$ cat src/rtl/board_link_pkg.sv
// board_link_pkg: shared packet constants, field offsets, receiver FSM states
// and the packet checksum used by board_link_rx.
package board_link_pkg;
   localparam int PKT_LEN = 208;
   localparam logic [7:0] SYNC_BYTE = 8'hA5;
   localparam int SYNC_LSB = 0;
   localparam int BOARD_LSB = 8;
   localparam int BOARD_MSB = 169;
   localparam int MOVE_LSB = 170;
   localparam int MOVE_MSB = 177;
   localparam int TURN_BIT = 178;
   localparam int RSVD_LSB = 179;
   localparam int RSVD_MSB = 199;
   localparam int CHK_LSB = 200;
   localparam int CHK_MSB = 207;
   localparam int CHK_BYTES = CHK_LSB / 8;

   typedef enum logic [2:0] {IDLE, START, DATA, STOP, HOLDOFF} state_t;

   function automatic logic [7:0] calc_chk(input logic [PKT_LEN-1:0] p);
      logic [7:0] c;
      c = '0;
      for (int i = 0; i < CHK_BYTES; i++) c ^= p[i*8 +: 8];
      return c;
   endfunction
endpackage

$ cat src/rtl/oversample_tick.sv
// oversample_tick: divides clk_in into oversample ticks and tracks which
// oversample of the current serial bit each tick is; restart realigns both.
module oversample_tick #(
   parameter int CLK_PER_SAMP = 423,
   parameter int SAMP_PER_BIT = 16
) (
   input  logic                            clk_in,
   input  logic                            rst_in_n,
   input  logic                            i_restart,
   output logic                            o_tick,
   output logic [$clog2(SAMP_PER_BIT)-1:0] o_idx
);
   localparam int CW = $clog2(CLK_PER_SAMP + 1);
   localparam int IW = $clog2(SAMP_PER_BIT);

   logic [CW-1:0] r_cnt;
   logic [IW-1:0] r_idx;
   logic          w_tick;

   assign w_tick = r_cnt == CW'(CLK_PER_SAMP - 1);
   assign o_tick = w_tick;
   assign o_idx  = r_idx;

   always_ff @(posedge clk_in or negedge rst_in_n)
      if (!rst_in_n) begin
         r_cnt <= '0;
         r_idx <= '0;
      end else if (i_restart) begin
         r_cnt <= '0;
         r_idx <= '0;
      end else begin
         r_cnt <= w_tick ? '0 : r_cnt + 1'b1;
         if (w_tick) r_idx <= (r_idx == IW'(SAMP_PER_BIT - 1)) ? '0 : r_idx + 1'b1;
      end
endmodule

$ cat src/rtl/board_link_rx.sv
// board_link_rx: oversampling UART-style packet receiver with idle holdoff.
// Define BOARD_LINK_RX_CHK_EN to enable sync-byte and XOR checksum validation.
module board_link_rx #(
   parameter int CLK_PER_SAMP  = 423,
   parameter int SAMP_PER_BIT  = 16,
   parameter int PKT_LEN       = board_link_pkg::PKT_LEN,
   parameter int WAITING_COUNT = 130_000
) (
   input  logic               clk_in,
   input  logic               rst_in_n,
   input  logic               rx,
   output logic [PKT_LEN-1:0] data_out,
   output logic               ready,
   output logic               frame_err,
   output logic               chk_err,
   output logic               busy
);
   import board_link_pkg::*;

   localparam int IW = $clog2(SAMP_PER_BIT);
   localparam int BW = $clog2(PKT_LEN + 1);
   localparam int HW = $clog2(WAITING_COUNT + 1);
   localparam logic [BW-1:0] LAST_BIT  = BW'(PKT_LEN - 1);
   localparam logic [HW-1:0] LAST_HOLD = HW'(WAITING_COUNT - 1);

   state_t             r_state, w_state_nxt;
   logic               r_rx_meta, r_rx_sync, r_rx_prev;
   logic               r_v7, r_v8;
   logic [PKT_LEN-1:0] r_shift, r_data;
   logic [BW-1:0]      r_bit_cnt;
   logic [HW-1:0]      r_hold_cnt;
   logic               r_ready, r_frame_err;
   logic               w_tick, w_fall, w_decide, w_bit, w_chk_ok;
   logic               w_ready_set, w_ferr_set;
   logic [IW-1:0]      w_idx;

   oversample_tick #(
      .CLK_PER_SAMP(CLK_PER_SAMP),
      .SAMP_PER_BIT(SAMP_PER_BIT)
   ) u_tick (
      .clk_in   (clk_in),
      .rst_in_n (rst_in_n),
      .i_restart(r_state == IDLE && w_fall),
      .o_tick   (w_tick),
      .o_idx    (w_idx)
   );

   // Synchronizer resets low so a line already low after reset never looks like a fresh edge
   always_ff @(posedge clk_in or negedge rst_in_n)
      if (!rst_in_n) {r_rx_meta, r_rx_sync, r_rx_prev} <= '0;
      else {r_rx_meta, r_rx_sync, r_rx_prev} <= {rx, r_rx_meta, r_rx_sync};

   assign w_fall   = r_rx_prev & ~r_rx_sync;
   assign w_decide = w_tick && w_idx == IW'(9);
   assign w_bit    = (r_v7 & r_v8) | (r_v7 & r_rx_sync) | (r_v8 & r_rx_sync);

   always_ff @(posedge clk_in or negedge rst_in_n)
      if (!rst_in_n) r_state <= IDLE;
      else r_state <= w_state_nxt;

   always_comb begin
      w_state_nxt = r_state;
      w_ready_set = 1'b0;
      w_ferr_set  = 1'b0;
      case (r_state)
         IDLE:    if (w_fall) w_state_nxt = START;
         START:   if (w_decide) w_state_nxt = w_bit ? IDLE : DATA;
         DATA:    if (w_decide && r_bit_cnt == LAST_BIT) w_state_nxt = STOP;
         STOP:
            if (w_decide) begin
               w_state_nxt = HOLDOFF;
               w_ready_set = w_bit & w_chk_ok;
               w_ferr_set  = ~w_bit;
            end
         HOLDOFF: if (r_rx_sync && r_hold_cnt == LAST_HOLD) w_state_nxt = IDLE;
         default: w_state_nxt = IDLE;
      endcase
   end

   always_ff @(posedge clk_in or negedge rst_in_n)
      if (!rst_in_n) begin
         r_v7        <= 1'b0;
         r_v8        <= 1'b0;
         r_shift     <= '0;
         r_bit_cnt   <= '0;
         r_hold_cnt  <= '0;
         r_data      <= '0;
         r_ready     <= 1'b0;
         r_frame_err <= 1'b0;
      end else begin
         if (w_tick && w_idx == IW'(7)) r_v7 <= r_rx_sync;
         if (w_tick && w_idx == IW'(8)) r_v8 <= r_rx_sync;
         if (r_state == START) r_bit_cnt <= '0;
         else if (r_state == DATA && w_decide) begin
            r_shift   <= {w_bit, r_shift[PKT_LEN-1:1]};
            r_bit_cnt <= r_bit_cnt + 1'b1;
         end
         r_hold_cnt  <= (r_state == HOLDOFF && r_rx_sync) ? r_hold_cnt + 1'b1 : '0;
         r_ready     <= w_ready_set;
         r_frame_err <= w_ferr_set;
         if (w_ready_set) r_data <= r_shift;
      end

`ifdef BOARD_LINK_RX_CHK_EN
   logic r_chk_err;
   logic w_cerr_set;

   assign w_chk_ok   = r_shift[CHK_MSB:CHK_LSB] == calc_chk(r_shift) &&
                       r_shift[SYNC_LSB +: 8] == SYNC_BYTE;
   assign w_cerr_set = r_state == STOP && w_decide && w_bit && !w_chk_ok;

   always_ff @(posedge clk_in or negedge rst_in_n)
      if (!rst_in_n) r_chk_err <= 1'b0;
      else r_chk_err <= w_cerr_set;

   assign chk_err = r_chk_err;
`else
   assign w_chk_ok = 1'b1;
   assign chk_err  = 1'b0;
`endif

   assign data_out  = r_data;
   assign ready     = r_ready;
   assign frame_err = r_frame_err;
   assign busy      = r_state != IDLE;
endmodule
$ cat config.mk
export PLATFORM = sky130hd
export DESIGN_NAME = board_link_rx
export DESIGN_NICKNAME = d
export VERILOG_FILES = /design/src/rtl/board_link_pkg.sv /design/src/rtl/oversample_tick.sv /design/src/rtl/board_link_rx.sv
export SDC_FILE = /design/constraint.sdc
export NUM_CORES = 1
export LEC_CHECK = 0
export ABC_AREA = 0
export CAP_MARGIN = 25
export CORE_ASPECT_RATIO = 0.9
export CORE_MARGIN = 2
export CORE_UTILIZATION = 55
export CTS_CLUSTER_DIAMETER = 80
export DETAILED_ROUTE_END_ITERATION = 8
export GPL_ROUTABILITY_DRIVEN = 1
export PLACE_DENSITY = 0.82
export SYNTH_ARGS = -nofsm -noshare
export SYNTH_HDL_FRONTEND = slang
export SYNTH_SLANG_ARGS = --single-unit
$ cat constraint.sdc
create_clock -name clk_in -period 3.7 [get_ports clk_in]
set_clock_uncertainty 0.15 [all_clocks]
set_input_delay 0.555 -clock clk_in [delete_from_list [all_inputs] [get_ports clk_in]]
set_output_delay 0.555 -clock clk_in [all_outputs]
set_load 0.01 [all_outputs]
After elaboration in Yosys (flattened, before gate mapping)
Index checks and enable logic that the tools add are counted.

Flip-flop bits (word level): 464.

Equal/unequal tests: 16. Bitwise gates (word level): 9. Muxes and demuxes: 19. Reductions and logical operators: 14. Add/sub/neg operators: 4.

Operator list (number): 9-bit 2-to-1 mux (2); 17-bit by 1-bit adder with 17-bit output (second input constant) (1); 17-bit == test (second input constant) (1); 17-bit 2-to-1 mux (1); 8-bit 2-to-1 mux (2); 3-bit 2-to-1 mux (5); 3-bit one-hot mux with 5 select lines (1); 4-bit == test (second input constant) (3); 4-bit 2-to-1 mux (3); 2-bit != test (second input constant) (5); 9-bit by 1-bit adder with 9-bit output (second input constant) (1); 9-bit == test (second input constant) (1); 8-bit by 1-bit adder with 8-bit output (second input constant) (1); 8-bit == test (second input constant) (1); 1-bit logical AND (8); 3-bit by 2-bit == test with 1-bit output (second input constant) (2); 5-bit AND reduction (1); 4-bit by 1-bit adder with 4-bit output (second input constant) (1); 1-bit bitwise AND (4); 4-bit by 3-bit == test with 1-bit output (second input constant) (1); 1-bit 2-to-1 mux (4); 2-bit nonzero test (2); 3-bit by 1-bit == test with 1-bit output (second input constant) (1); 3-bit == test (second input constant) (1); other kinds (6) (9).

Depth between registers and ports, before layout
Depth in word-level cells: 6. Mapped depth: 9. Mapped depth without buffers: 6.

Modules after synthesis
A second synthesis with hierarchy kept.

Cell total of the unflattened synthesis: 1116. Area, all modules: 18186.2 sq um.

By module, submodules not included: board_link_rx (sequential area each 11285.8 sq um, cells each 1048, times used 1, area an instance 17493.0 sq um); oversample_tick (sequential area each 325.3 sq um, cells each 68, times used 1, area an instance 693.2 sq um).

Worst setup path before layout
OpenSTA, ideal clock, no wires.

Path kind: reg2reg. From: register u_tick.r_cnt[6]. To: register r_bit_cnt[7]. Arrival time: 2.104 ns. Stages on the path, launching flop included: 7. Path slack: 1.313 ns. Path buffers: 2. Setup time: 0.133 ns. Path through: dfrtp_1 > or4b_4 > or4_4 > buf_2 > buf_2 > o31ai_1 > a21oi_1.

Cells in the longest elaborated chain, start to end: 4.

RTL lines: start: declaration (RTL line oversample_tick.sv:16) `logic [CW-1:0] r_cnt;`; start signal: assignment (RTL line oversample_tick.sv:32) `r_cnt <= w_tick ? '0 : r_cnt + 1'b1;`; 9-bit == test (RTL line oversample_tick.sv:20) `assign w_tick = r_cnt == CW'(CLK_PER_SAMP - 1);`; 1-bit logical AND (RTL line board_link_rx.sv:54) `assign w_decide = w_tick && w_idx == IW'(9);`; 1-bit logical AND (RTL line board_link_rx.sv:94) `else if (r_state == DATA && w_decide) begin`; 2-bit nonzero test (no source line); end signal: assignment (RTL line board_link_rx.sv:96) `r_bit_cnt <= r_bit_cnt + 1'b1;`; end: declaration (RTL line board_link_rx.sv:30) `logic [BW-1:0] r_bit_cnt;`.

No other way between the ends. A chain may end at the register's enable or synchronous reset.

Worst setup path in the final report
From: register u_tick.r_cnt[6]. To: register r_data[119], in the netlist data_out[119].

Cells in the longest elaborated chain, start to end: 4.

RTL lines: 9-bit == test (RTL line oversample_tick.sv:20); 1-bit logical AND (RTL line board_link_rx.sv:54); 1-bit 2-to-1 mux (RTL line board_link_rx.sv:70) `if (w_decide) begin`; 1-bit 2-to-1 mux (RTL line board_link_rx.sv:65) `case (r_state)`; end signal: assignment (RTL line board_link_rx.sv:101) `if (w_ready_set) r_data <= r_shift;`; end: declaration (RTL line board_link_rx.sv:29) `logic [PKT_LEN-1:0] r_shift, r_data;`.

No other way between the ends.

==> metrics <==
Fin Setup TNS=0 ns; DR pass1 iterations=5; proportion of layout cells with a drive suffix above 1=11.5%; RSZ-0062 raised after global routing=false; final core occ=68.6%; max frequency=0.321 GHz; Worst EP required=3.95 ns; slowest CP cell=mux2_1; antenna violations before repair=0; largest net degree at the start of global routing=188; Seq/Total Area, Yosys=between 60% and 70%; Netlist Area Pre-Place=17,800 sq um; WL per Instance=roughly 17 um; Top delay family on crit path=simple AND/OR/NAND/NOR gates; GP Congestion=0.781; DIE WIDTH=194 um; peak supply drop=between 0.3 and 0.4 mV; flops & latches, synth=464; hold slack final=0.200 ns; Total Routing Usage GR=between 20% and 30%; Ant. Diodes=0; syn_area_per_cell=11.5 sq um; GRT overflow=0; DRC viols=0; Crit Path Class=reg -> reg; relative slew slack=5.45%; hold buffers post-CTS=1; Total Power=9.97 mW; fin crit share=84.1%; ys async rst share=100%; Clk pin slew, worst setup/hold paths=0.06 ns; post-place setup slack=0.845 ns; FP Rows=62; count of different cell masters after synthesis=46; CTS tree=done; Initial Util=55.9%; Via-to-Cell Ratio=5.32; IO Pins=215; die footprint=33,900 sq um; Post-CTS Setup Repair Bufs=0; Startpoint Class=register; Final Cell Area=21,900 sq um; Power Density=around 460 nW/um^2; static leakage=11.5 nW; Worst path max stage delay=between 0.6 and 0.7 ns; Arr. time, crit path=3.36 ns; fin cells=2,212; pins over their slew limit=0; worst setup margin=between 0.5 and 0.6 ns; Resized cells post-CTS=0; Final Net Count=about 1,800; H-tree levels=2; Detailed Route WL=37.0 mm; Max Cap Viol=0; status=completed; final setup violation count=0; critical path cell sequence=or4b_4 -> nor2_4 -> nand4_1 -> buf_12 -> mux2_1; Iter 0 DRT Violations=851; first-pass GRT wire length=61.7 mm; Net Count, Synth=roughly 1,600; worst path bufs/invs=1; CTS max path bufs=3; Placed Cells incl. Taps=2,127; core area=~32,000 sq um; later-pin clock latency in the skew report=~0.55 ns; Tmin final=3.11 ns; CTS Buf Count=46; gate count after technology mapping=1,556; dpl hpwl=about 22 mm; EDFF count, synth=0; crit path capture type=register; routed vias=11,800; worst slew pin tran=approximately 1.4 ns; Top FF cell, synth=dfrtp_1; Sink Count=approximately 460; port buffer count=between 200 and 250; Hold Vio Cnt, Final=0; Die Y=between 150 and 200 um; largest fanout on the critical path=~190; Layout area overhead=22.6%; number of global-route vias before repair=11,900; Yosys Warn Count=0; Hold Path Class=reg -> reg; placed cell areas=roughly 20,000 sq um; remaining antenna violation count=0; Root Buffer=clkbuf_16
## cell families (layout without fill, tap and decap cells)
group           Yosys count  after routing  share of synthesized area (%)
fa+ha+maj                 8              8                          0.547
buf+inv                  81            321                           2.06
xor+xnor                 18             18                          0.884
other cells               1              1                         0.0210
flops                   464            464                           65.1
compound gates           32             32                           1.14
simple gates            738            738                           16.7
mux                     214            214                           13.5
## power breakdown
| group | switching (mW) | internal, mW |
|---|---|---|
| clock | 1.90 | 2.66 |
| sequential | 0.0478 | 5.11 |
| combinational | 0.178 | 0.0734 |
| total | 2.13 | 7.84 |
## cells in the final DEF, fill, tap and decap left out, types with 11 or more instances in the layout
cell / instances
nand3_1: 14
a21oi_1: 14
nand2_1: 637
buf_4: 11
clkbuf_1: 14
mux2_2: 110
mux2_1: 100
clkdlybuf4s50_1: 212
dfrtp_1: 464
clkbuf_16: 46
nor2_1: 31
xor2_1: 12
## synth_stat cells (all sizes together) (6+ instances only)
cell type,instances,area (sq um)
nand2,637,2390
dfrtp,464,11600
mux2,210,2360
buf,49,248
nor2,32,128
clkbuf,26,97.6
a21oi,14,70.1
nand3,14,70.1
xor2,12,105
nand4,9,56.3
and3,7,43.8
ha,7,87.6
inv,6,22.5
xnor2,6,52.6
## worst register-to-register path, delay by kind of cell (launching register included)
family	cells	cell delay, ns
buffers and inverters	1	0.26
DFF	1	0.43
muxes	1	1.10
and+or+nand+nor	3	1.01
## flip-flops by register name, indices dropped and copies added (netlist names), 3 cells and up
| signal | count |
|---|---|
| data_out | 208 |
| r_bit_cnt | 8 |
| r_hold_cnt | 17 |
| r_shift | 208 |
| r_state | 3 |
| u_tick.o_idx | 4 |
| u_tick.r_cnt | 9 |
## final cells by class
class | count | area (sq um)
sequential | 464 | 11600
fill | 2216 | 10000
multi-input combinational | 1011 | 5860
timing repair buffer | 231 | 2350
clock buffer | 70 | 1340
tap | 416 | 520
clock inverter | 14 | 155
inverter | 6 | 22.5
## worst paths after layout
check,slack (ns),end,depth (start not counted),start
worst max register to register,0.59,data_out[119]$_DFFE_PN0P_,5,u_tick.r_cnt[6]$_DFF_PN0_
min in group asynchronous,0.44,data_out[137]$_DFFE_PN0P_,2,rst_in_n
worst min-delay path,0.20,r_rx_sync$_DFF_PN0_,0,r_rx_meta$_DFF_PN0_
worst min register to register,0.20,r_rx_sync$_DFF_PN0_,0,r_rx_meta$_DFF_PN0_
worst max-delay path,0.59,data_out[119]$_DFFE_PN0P_,5,u_tick.r_cnt[6]$_DFF_PN0_
max in group asynchronous,1.99,data_out[157]$_DFFE_PN0P_,4,rst_in_n
## layer usage
layer | share of wire [%] | up-vias | GRT usage (%)
li1 | - | 5448 | -
met1 | 45 | 5923 | 31.9
met2 | 47 | 326 | 34.9
met5 | 0 | - | 0
met4 | 2.0 | 0 | 5.66
met3 | 6.2 | 69 | 4.36
Note: power is estimated with default switching activity, not from simulation.
